**src/rtl/regfile_port_scheduler_if.sv**
```systemverilog
// -----------------------------------------------------------------------------
// regfile_port_scheduler_if
//
// Host parameter-bus bundle between the SPI/config bridge (master) and the
// register-file port scheduler (slave).
//
// Handshake: a request transfers on a rising clk edge where host_valid and
// host_ready are both high. The master holds host_write/host_addr/host_wdata
// stable while host_valid is high. Read data comes back later as a one-cycle
// host_rvalid pulse, with host_rdata holding its value until the next read
// completes.
//
// Signals:
//   host_valid   master->slave  request valid
//   host_write   master->slave  1 = write, 0 = read
//   host_addr    master->slave  register address
//   host_wdata   master->slave  write data
//   host_ready   slave->master  scheduler can accept a request
//   host_rvalid  slave->master  one-cycle pulse, host_rdata valid
//   host_rdata   slave->master  read result
// -----------------------------------------------------------------------------
interface regfile_port_scheduler_if #(
  parameter int REGADDR_WIDTH = 5,
  parameter int DATA_WIDTH    = 32
);
  logic                     host_valid;
  logic                     host_write;
  logic [REGADDR_WIDTH-1:0] host_addr;
  logic [DATA_WIDTH-1:0]    host_wdata;
  logic                     host_ready;
  logic                     host_rvalid;
  logic [DATA_WIDTH-1:0]    host_rdata;

  modport master (
    output host_valid,
    output host_write,
    output host_addr,
    output host_wdata,
    input  host_ready,
    input  host_rvalid,
    input  host_rdata
  );

  modport slave (
    input  host_valid,
    input  host_write,
    input  host_addr,
    input  host_wdata,
    output host_ready,
    output host_rvalid,
    output host_rdata
  );
endinterface

```
**src/rtl/regfile_port_scheduler.sv**
```systemverilog
// -----------------------------------------------------------------------------
// regfile_port_scheduler
//
// Shares the DSP register file's write port and read port B between the core
// (priority requester) and the host parameter interface. A host access waits
// in PEND for a cycle where the core leaves the needed port idle; once it has
// waited MAX_WAIT cycles without one, the core is stalled for a single cycle
// and the host takes the port.
//
// Ports:
//   clk, reset_n        clock, asynchronous active-low reset
//   core_readAddrA      core read address A (always passed through)
//   core_readAddrB      core read address B
//   core_readB_used     core consumes dataB for this cycle's readAddrB
//   core_writeAddr/core_dataW/core_writeEnable  core write request
//   core_stall          core must hold and repeat its operation next cycle
//   host                host request bundle (slave side)
//   rf_readAddrA/rf_readAddrB/rf_writeAddr/rf_dataW/rf_writeEnable
//                       register file port controls (combinational muxes)
//   rf_dataB            register file read data B (1-cycle latency)
//   dbg_state_o         current FSM state (0 IDLE, 1 PEND, 2 RESP)
// -----------------------------------------------------------------------------
module regfile_port_scheduler #(
  parameter int REGADDR_WIDTH = 5,
  parameter int DATA_WIDTH    = 32,
  parameter int MAX_WAIT      = 15
) (
  input  logic                     clk,
  input  logic                     reset_n,

  input  logic [REGADDR_WIDTH-1:0] core_readAddrA,
  input  logic [REGADDR_WIDTH-1:0] core_readAddrB,
  input  logic                     core_readB_used,
  input  logic [REGADDR_WIDTH-1:0] core_writeAddr,
  input  logic [DATA_WIDTH-1:0]    core_dataW,
  input  logic                     core_writeEnable,
  output logic                     core_stall,

  regfile_port_scheduler_if.slave  host,

  output logic [REGADDR_WIDTH-1:0] rf_readAddrA,
  output logic [REGADDR_WIDTH-1:0] rf_readAddrB,
  output logic [REGADDR_WIDTH-1:0] rf_writeAddr,
  output logic [DATA_WIDTH-1:0]    rf_dataW,
  output logic                     rf_writeEnable,
  input  logic [DATA_WIDTH-1:0]    rf_dataB,

  output logic [1:0]               dbg_state_o
);

  // MAX_WAIT = 0 would give a zero-width counter; keep at least one bit.
  localparam int WCW = (MAX_WAIT > 0) ? $clog2(MAX_WAIT + 1) : 1;
  localparam logic [WCW-1:0] WAIT_LIMIT = WCW'(MAX_WAIT);

  typedef enum logic [1:0] {
    IDLE = 2'd0,
    PEND = 2'd1,
    RESP = 2'd2
  } state_t;

  state_t                   state_q, state_d;
  logic [WCW-1:0]           wait_cnt_q, wait_cnt_d;
  logic                     req_write_q, req_write_d;
  logic [REGADDR_WIDTH-1:0] req_addr_q, req_addr_d;
  logic [DATA_WIDTH-1:0]    req_wdata_q, req_wdata_d;
  logic                     rvalid_q, rvalid_d;
  logic [DATA_WIDTH-1:0]    rdata_q, rdata_d;

  logic accept;
  logic slot_free;
  logic at_limit;
  logic grant;
  logic forced;

  // A write needs the write port, a read needs read port B; the core leaves
  // the relevant port idle when it neither writes nor consumes dataB.
  assign accept    = (state_q == IDLE) && host.host_valid;
  assign slot_free = req_write_q ? !core_writeEnable : !core_readB_used;
  assign at_limit  = (wait_cnt_q == WAIT_LIMIT);
  assign grant     = (state_q == PEND) && (slot_free || at_limit);
  assign forced    = (state_q == PEND) && !slot_free && at_limit;

  // ---------------------------------------------------------------------------
  // State register
  // ---------------------------------------------------------------------------
  always_ff @(posedge clk or negedge reset_n) begin
    if (!reset_n) begin
      state_q     <= IDLE;
      wait_cnt_q  <= '0;
      req_write_q <= 1'b0;
      req_addr_q  <= '0;
      req_wdata_q <= '0;
      rvalid_q    <= 1'b0;
      rdata_q     <= '0;
    end else begin
      state_q     <= state_d;
      wait_cnt_q  <= wait_cnt_d;
      req_write_q <= req_write_d;
      req_addr_q  <= req_addr_d;
      req_wdata_q <= req_wdata_d;
      rvalid_q    <= rvalid_d;
      rdata_q     <= rdata_d;
    end
  end

  // ---------------------------------------------------------------------------
  // Next-state logic
  // ---------------------------------------------------------------------------
  always_comb begin
    state_d     = state_q;
    wait_cnt_d  = wait_cnt_q;
    req_write_d = req_write_q;
    req_addr_d  = req_addr_q;
    req_wdata_d = req_wdata_q;
    rvalid_d    = 1'b0;
    rdata_d     = rdata_q;
    case (state_q)
      IDLE: begin
        if (accept) begin
          req_write_d = host.host_write;
          req_addr_d  = host.host_addr;
          req_wdata_d = host.host_wdata;
          wait_cnt_d  = '0;
          state_d     = PEND;
        end
      end
      PEND: begin
        if (grant) begin
          state_d = req_write_q ? IDLE : RESP;
        end else if (!at_limit) begin
          // at_limit always grants, so this saturates without wrapping.
          wait_cnt_d = wait_cnt_q + WCW'(1);
        end
      end
      RESP: begin
        // Read port B was driven with the host address last cycle; its data
        // arrives now.
        rvalid_d = 1'b1;
        rdata_d  = rf_dataB;
        state_d  = IDLE;
      end
      default: begin
        state_d = IDLE;
      end
    endcase
  end

  // ---------------------------------------------------------------------------
  // Output logic
  // ---------------------------------------------------------------------------
  always_comb begin
    host.host_ready  = (state_q == IDLE);
    host.host_rvalid = rvalid_q;
    host.host_rdata  = rdata_q;
    core_stall       = forced;
    dbg_state_o      = state_q;

    rf_readAddrA     = core_readAddrA;
    rf_readAddrB     = core_readAddrB;
    rf_writeAddr     = core_writeAddr;
    rf_dataW         = core_dataW;
    // A stalled core repeats its write next cycle, so drop it now.
    rf_writeEnable   = core_writeEnable && !forced;

    if (grant) begin
      if (req_write_q) begin
        // Register 0 is hard-wired; the write handshake completes silently.
        rf_writeEnable = (req_addr_q != '0);
        rf_writeAddr   = req_addr_q;
        rf_dataW       = req_wdata_q;
      end else begin
        rf_readAddrB   = req_addr_q;
      end
    end
  end

  // ---------------------------------------------------------------------------
  // Invariants
  // ---------------------------------------------------------------------------
  stall_only_in_pend: assert property (
    @(posedge clk) disable iff (!reset_n) core_stall |-> (state_q == PEND));

  wait_cnt_bounded: assert property (
    @(posedge clk) disable iff (!reset_n) wait_cnt_q <= WAIT_LIMIT);

  rvalid_single_pulse: assert property (
    @(posedge clk) disable iff (!reset_n) rvalid_q |=> !rvalid_q);

endmodule
```
**src/flat_wrapper.sv**
```systemverilog
// flat-port wrapper written by rule: the top's interface ports become plain ports
module regfile_port_scheduler_flat 
#(
  parameter int REGADDR_WIDTH = 5,
  parameter int DATA_WIDTH    = 32,
  parameter int MAX_WAIT      = 15
)
  (clk, reset_n, core_readAddrA, core_readAddrB, core_readB_used, core_writeAddr, core_dataW, core_writeEnable, core_stall, rf_readAddrA, rf_readAddrB, rf_writeAddr, rf_dataW, rf_writeEnable, rf_dataB, dbg_state_o, host_host_valid, host_host_write, host_host_addr, host_host_wdata, host_host_ready, host_host_rvalid, host_host_rdata);
  regfile_port_scheduler_if #(.REGADDR_WIDTH(REGADDR_WIDTH), .DATA_WIDTH(DATA_WIDTH)) host_i ();
  input  logic clk;
  input  logic reset_n;
  input  logic [REGADDR_WIDTH-1:0] core_readAddrA;
  input  logic [REGADDR_WIDTH-1:0] core_readAddrB;
  input  logic core_readB_used;
  input  logic [REGADDR_WIDTH-1:0] core_writeAddr;
  input  logic [DATA_WIDTH-1:0] core_dataW;
  input  logic core_writeEnable;
  output logic core_stall;
  output logic [REGADDR_WIDTH-1:0] rf_readAddrA;
  output logic [REGADDR_WIDTH-1:0] rf_readAddrB;
  output logic [REGADDR_WIDTH-1:0] rf_writeAddr;
  output logic [DATA_WIDTH-1:0] rf_dataW;
  output logic rf_writeEnable;
  input  logic [DATA_WIDTH-1:0] rf_dataB;
  output logic [1:0] dbg_state_o;
  input wire logic [$bits(host_i.host_valid)-1:0] host_host_valid;
  input wire logic [$bits(host_i.host_write)-1:0] host_host_write;
  input wire logic [$bits(host_i.host_addr)-1:0] host_host_addr;
  input wire logic [$bits(host_i.host_wdata)-1:0] host_host_wdata;
  output wire logic [$bits(host_i.host_ready)-1:0] host_host_ready;
  output wire logic [$bits(host_i.host_rvalid)-1:0] host_host_rvalid;
  output wire logic [$bits(host_i.host_rdata)-1:0] host_host_rdata;
  assign host_i.host_valid = host_host_valid;
  assign host_i.host_write = host_host_write;
  assign host_i.host_addr = host_host_addr;
  assign host_i.host_wdata = host_host_wdata;
  assign host_host_ready = host_i.host_ready;
  assign host_host_rvalid = host_i.host_rvalid;
  assign host_host_rdata = host_i.host_rdata;
  regfile_port_scheduler #(.REGADDR_WIDTH(REGADDR_WIDTH), .DATA_WIDTH(DATA_WIDTH), .MAX_WAIT(MAX_WAIT)) u_core (.clk(clk), .reset_n(reset_n), .core_readAddrA(core_readAddrA), .core_readAddrB(core_readAddrB), .core_readB_used(core_readB_used), .core_writeAddr(core_writeAddr), .core_dataW(core_dataW), .core_writeEnable(core_writeEnable), .core_stall(core_stall), .host(host_i), .rf_readAddrA(rf_readAddrA), .rf_readAddrB(rf_readAddrB), .rf_writeAddr(rf_writeAddr), .rf_dataW(rf_dataW), .rf_writeEnable(rf_writeEnable), .rf_dataB(rf_dataB), .dbg_state_o(dbg_state_o));
endmodule
```
**config.mk**
```make
export PLATFORM = sky130hd
export DESIGN_NAME = regfile_port_scheduler_flat
export DESIGN_NICKNAME = d
export VERILOG_FILES = /design/src/rtl/regfile_port_scheduler_if.sv /design/src/rtl/regfile_port_scheduler.sv /design/src/flat_wrapper.sv
export SDC_FILE = /design/constraint.sdc
export NUM_CORES = 1
export LEC_CHECK = 0
export BUFFER_PORTS_ARGS = -buffer_cell sky130_fd_sc_hd__buf_2
export CORE_MARGIN = 1.5
export CORE_UTILIZATION = 47
export DETAILED_ROUTE_END_ITERATION = 10
export PLACE_DENSITY_LB_ADDON = 0.15
export SETUP_SLACK_MARGIN = 0.15
export SYNTH_ARGS = -nofsm -noshare
export SYNTH_HDL_FRONTEND = slang
export SYNTH_SLANG_ARGS = --single-unit
```
**constraint.sdc**
```tcl
create_clock -name clk -period 2.9 [get_ports clk]
set_input_delay 0.29 -clock clk [delete_from_list [all_inputs] [get_ports clk]]
set_output_delay 0.29 -clock clk [all_outputs]
set_load 0.1 [all_outputs]
```
==> results.ini <==
[run_status]
outcome = completed

[timing]
period_share_pct = 90.3
period_minus_slack_ns = 2.62
setup-tns-final_ns = 0
drv_slew = 0
final.setup_skew_ns = 0.0137
setup_viol = 0
worstMarginPinSlew_ns = 0.947
rsz0062_at_grt = no
hold_viol = 0
worst_slack_ns = 0.280
max_slew_margin_pct = 36.8
fmax_mhz = 382

[routing]
first_pass_iters = 4
wire_per_inst_microns = 15.0
viasPerCell = 4.88
vias = 2999
drtIter0Drc = 91
ant_nets = 0
wirelength_microns = 9260
drc = 0

[placed_design]
dp.cells = 599
gp_congestion = 0.795
pre_cts_slack_ns = 0.612
io_buffers = 196
hpwlAfterDp_microns = 6820

[clock_tree]
clock_latency_ns = 0.35
cts_htree_levels = 3
post_cts_resize_count = 0
cts-hold-fix-buffers = 0
clock_path_buffers = 2
numCtsBuffers = 9
cts_tree = yes
path_clk_slew_ns = 0.08
clock-sinks = 77
root_buffer = clkbuf_8
post_cts_buffers = 0

[logic_synthesis]
async_flop_share_pct = 100
yosysWarnings = 0
synthTopCellsByArea = dfrtp_1, mux2_2, nand2_1
yosysSeqAreaShare_pct = 53.6
avgSynthCellArea_sq_um = 11.1
synth_fp_nets = 446
syn_area_sq_um = 3600
synth_common_cells = nand2_1, dfrtp_1, mux2_2
yosys.area.top_type = dfrtp_1
synth_edf_count = 0
ys.flop_type = dfrtp_1
ys_seq_elements = 77
ys_types = 33
synth_cells = 323
yosysMostFrequentCell = nand2_1
netlist.area_leader.share_pct = 53.6

[layout]
register_area_sq_um = 1930
multi_input_area_sq_um = 1550
n_antenna_cell = 0
final_cells = 615
drive_above_1_share_pct = 57.6
final_net_count = 634
syn_to_final_growth_pct = 49.5
utilization_pct = 73.3
n_fill_cell = 533

[worst_hold_path]
hold_class = input pin to asynchronous set/reset pin

[critical_path]
path_common_cell = buf_12
slowest_stage = dfrtp_1
worstPathRequired_ns = 2.61
crit_chain = ha_1 > nand3_4 > a21oi_4 > buf_12 > mux2_2 > buf_12
critPathKind = register to output port
cp-start-kind = register
critPathMaxFanout = 31
end_kind = output port
critPathMaxStageDelay_ns = 0.41
critical_path_arrival_ns = 2.33

[grt]
grt_util_all_layers_pct = 23.0
grt_pass1_vias = 2975
grt_max_degree = 78
antenna_found_initial = 0
overflow = 0
grt_pass1_wl_microns = 14800

[job]
maxCapViolations = 0

[floorplanning]
start_util_pct = 49.1
rows = 31
fp.coreArea_sq_um = 7330
die_y_microns = 90.5
die_area_sq_um = 8180
die_w_microns = 90.5
io_pins = 207

-- cell families (layout without fill, tap and decap cells) --
kind of cell	count (synthesis)	in the layout	synth area share, %
compound gates	11	11	3.03
fa+ha+maj	1	1	0.348
simple gates	133	133	15.2
buf+inv	24	217	3.86
mux	77	77	24.0
flops	77	77	53.6
-- per-stage QoR --
stage | instance area [sq um] | hold WS (ns)
final | 5380 | 0.0776
after global routing | 5380 | 0.129
after CTS | 5380 | 0.114
after detailed placement | 5180 | 0.458
after global placement | 5180 | 0.455
after floorplan | 3610 | -0.00559
-- area by class of cell --
type                    count  share of cell area (%)
clock inverters             6                    1.19
clock buffers              10                    2.37
multi-input cells         222                    28.9
flip-flops and latches     77                    35.8
inverters                   2                   0.140
repair buffers            199                    29.3
well taps                  99                    2.30
-- path summary, 6_finish.rpt --
path	cells past startpoint	slack (ns)	endpoint	startpoint
setup / recovery	6	0.28	rf_writeAddr[2]	u_core.wait_cnt_q[0]
hold / removal	1	0.08	u_core.req_wdata_q[10]	reset_n
setup reg to reg	3	0.97	u_core.wait_cnt_q[3]	u_core.dbg_state_o[0]
hold reg to reg	2	0.47	u_core.req_wdata_q[27]	u_core.req_wdata_q[27]
max in group asynchronous	1	2.21	u_core.wait_cnt_q[1]	reset_n
min in group clk	3	0.13	u_core.req_wdata_q[8]	host_host_wdata[8]
-- flip-flops by register name (all words and copies together), names as in the netlist --
register and cells:
u_core.wait_cnt_q 4, u_core.req_addr_q 5, u_core.req_wdata_q 32, u_core.host.host_rvalid 1, u_core.dbg_state_o 2, u_core.host.host_rdata 32, u_core.req_write_q 1
-- worst max-delay path, delay by kind of cell (launching register included) --
kind	cells	cell delay [ns]
AOI/OAI and AO/OA	1	0.33
adders and majority gates	1	0.27
buffers and inverters	2	0.42
DFF	1	0.41
muxes	1	0.39
and+or+nand+nor	1	0.15
-- layout by cell type, fill, tap and decap left out, types with 3 or more instances in the layout --
cell type  Yosys  layout
buf_2          6     158
nand2_1      118     118
dfrtp_1       77      77
mux2_2        74      74
buf_12         0      38
clkbuf_8       0       9
nor2_1         3       3
mux2i_1        3       3
buf_4          5       3
-- per-layer routing --
metal / GRT usage [%] / part of all wire, % / vias to the layer above
li1: - / - / 1441
met1: 29.3 / 43 / 1413
met2: 37.7 / 48 / 119
met3: 4.71 / 6.1 / 26
met4: 10.6 / 3.0 / 0
met5: 0 / 0 / -
Power is not shown: default switching activity piles up to over one toggle a cycle in this logic, so the estimate is an artifact.
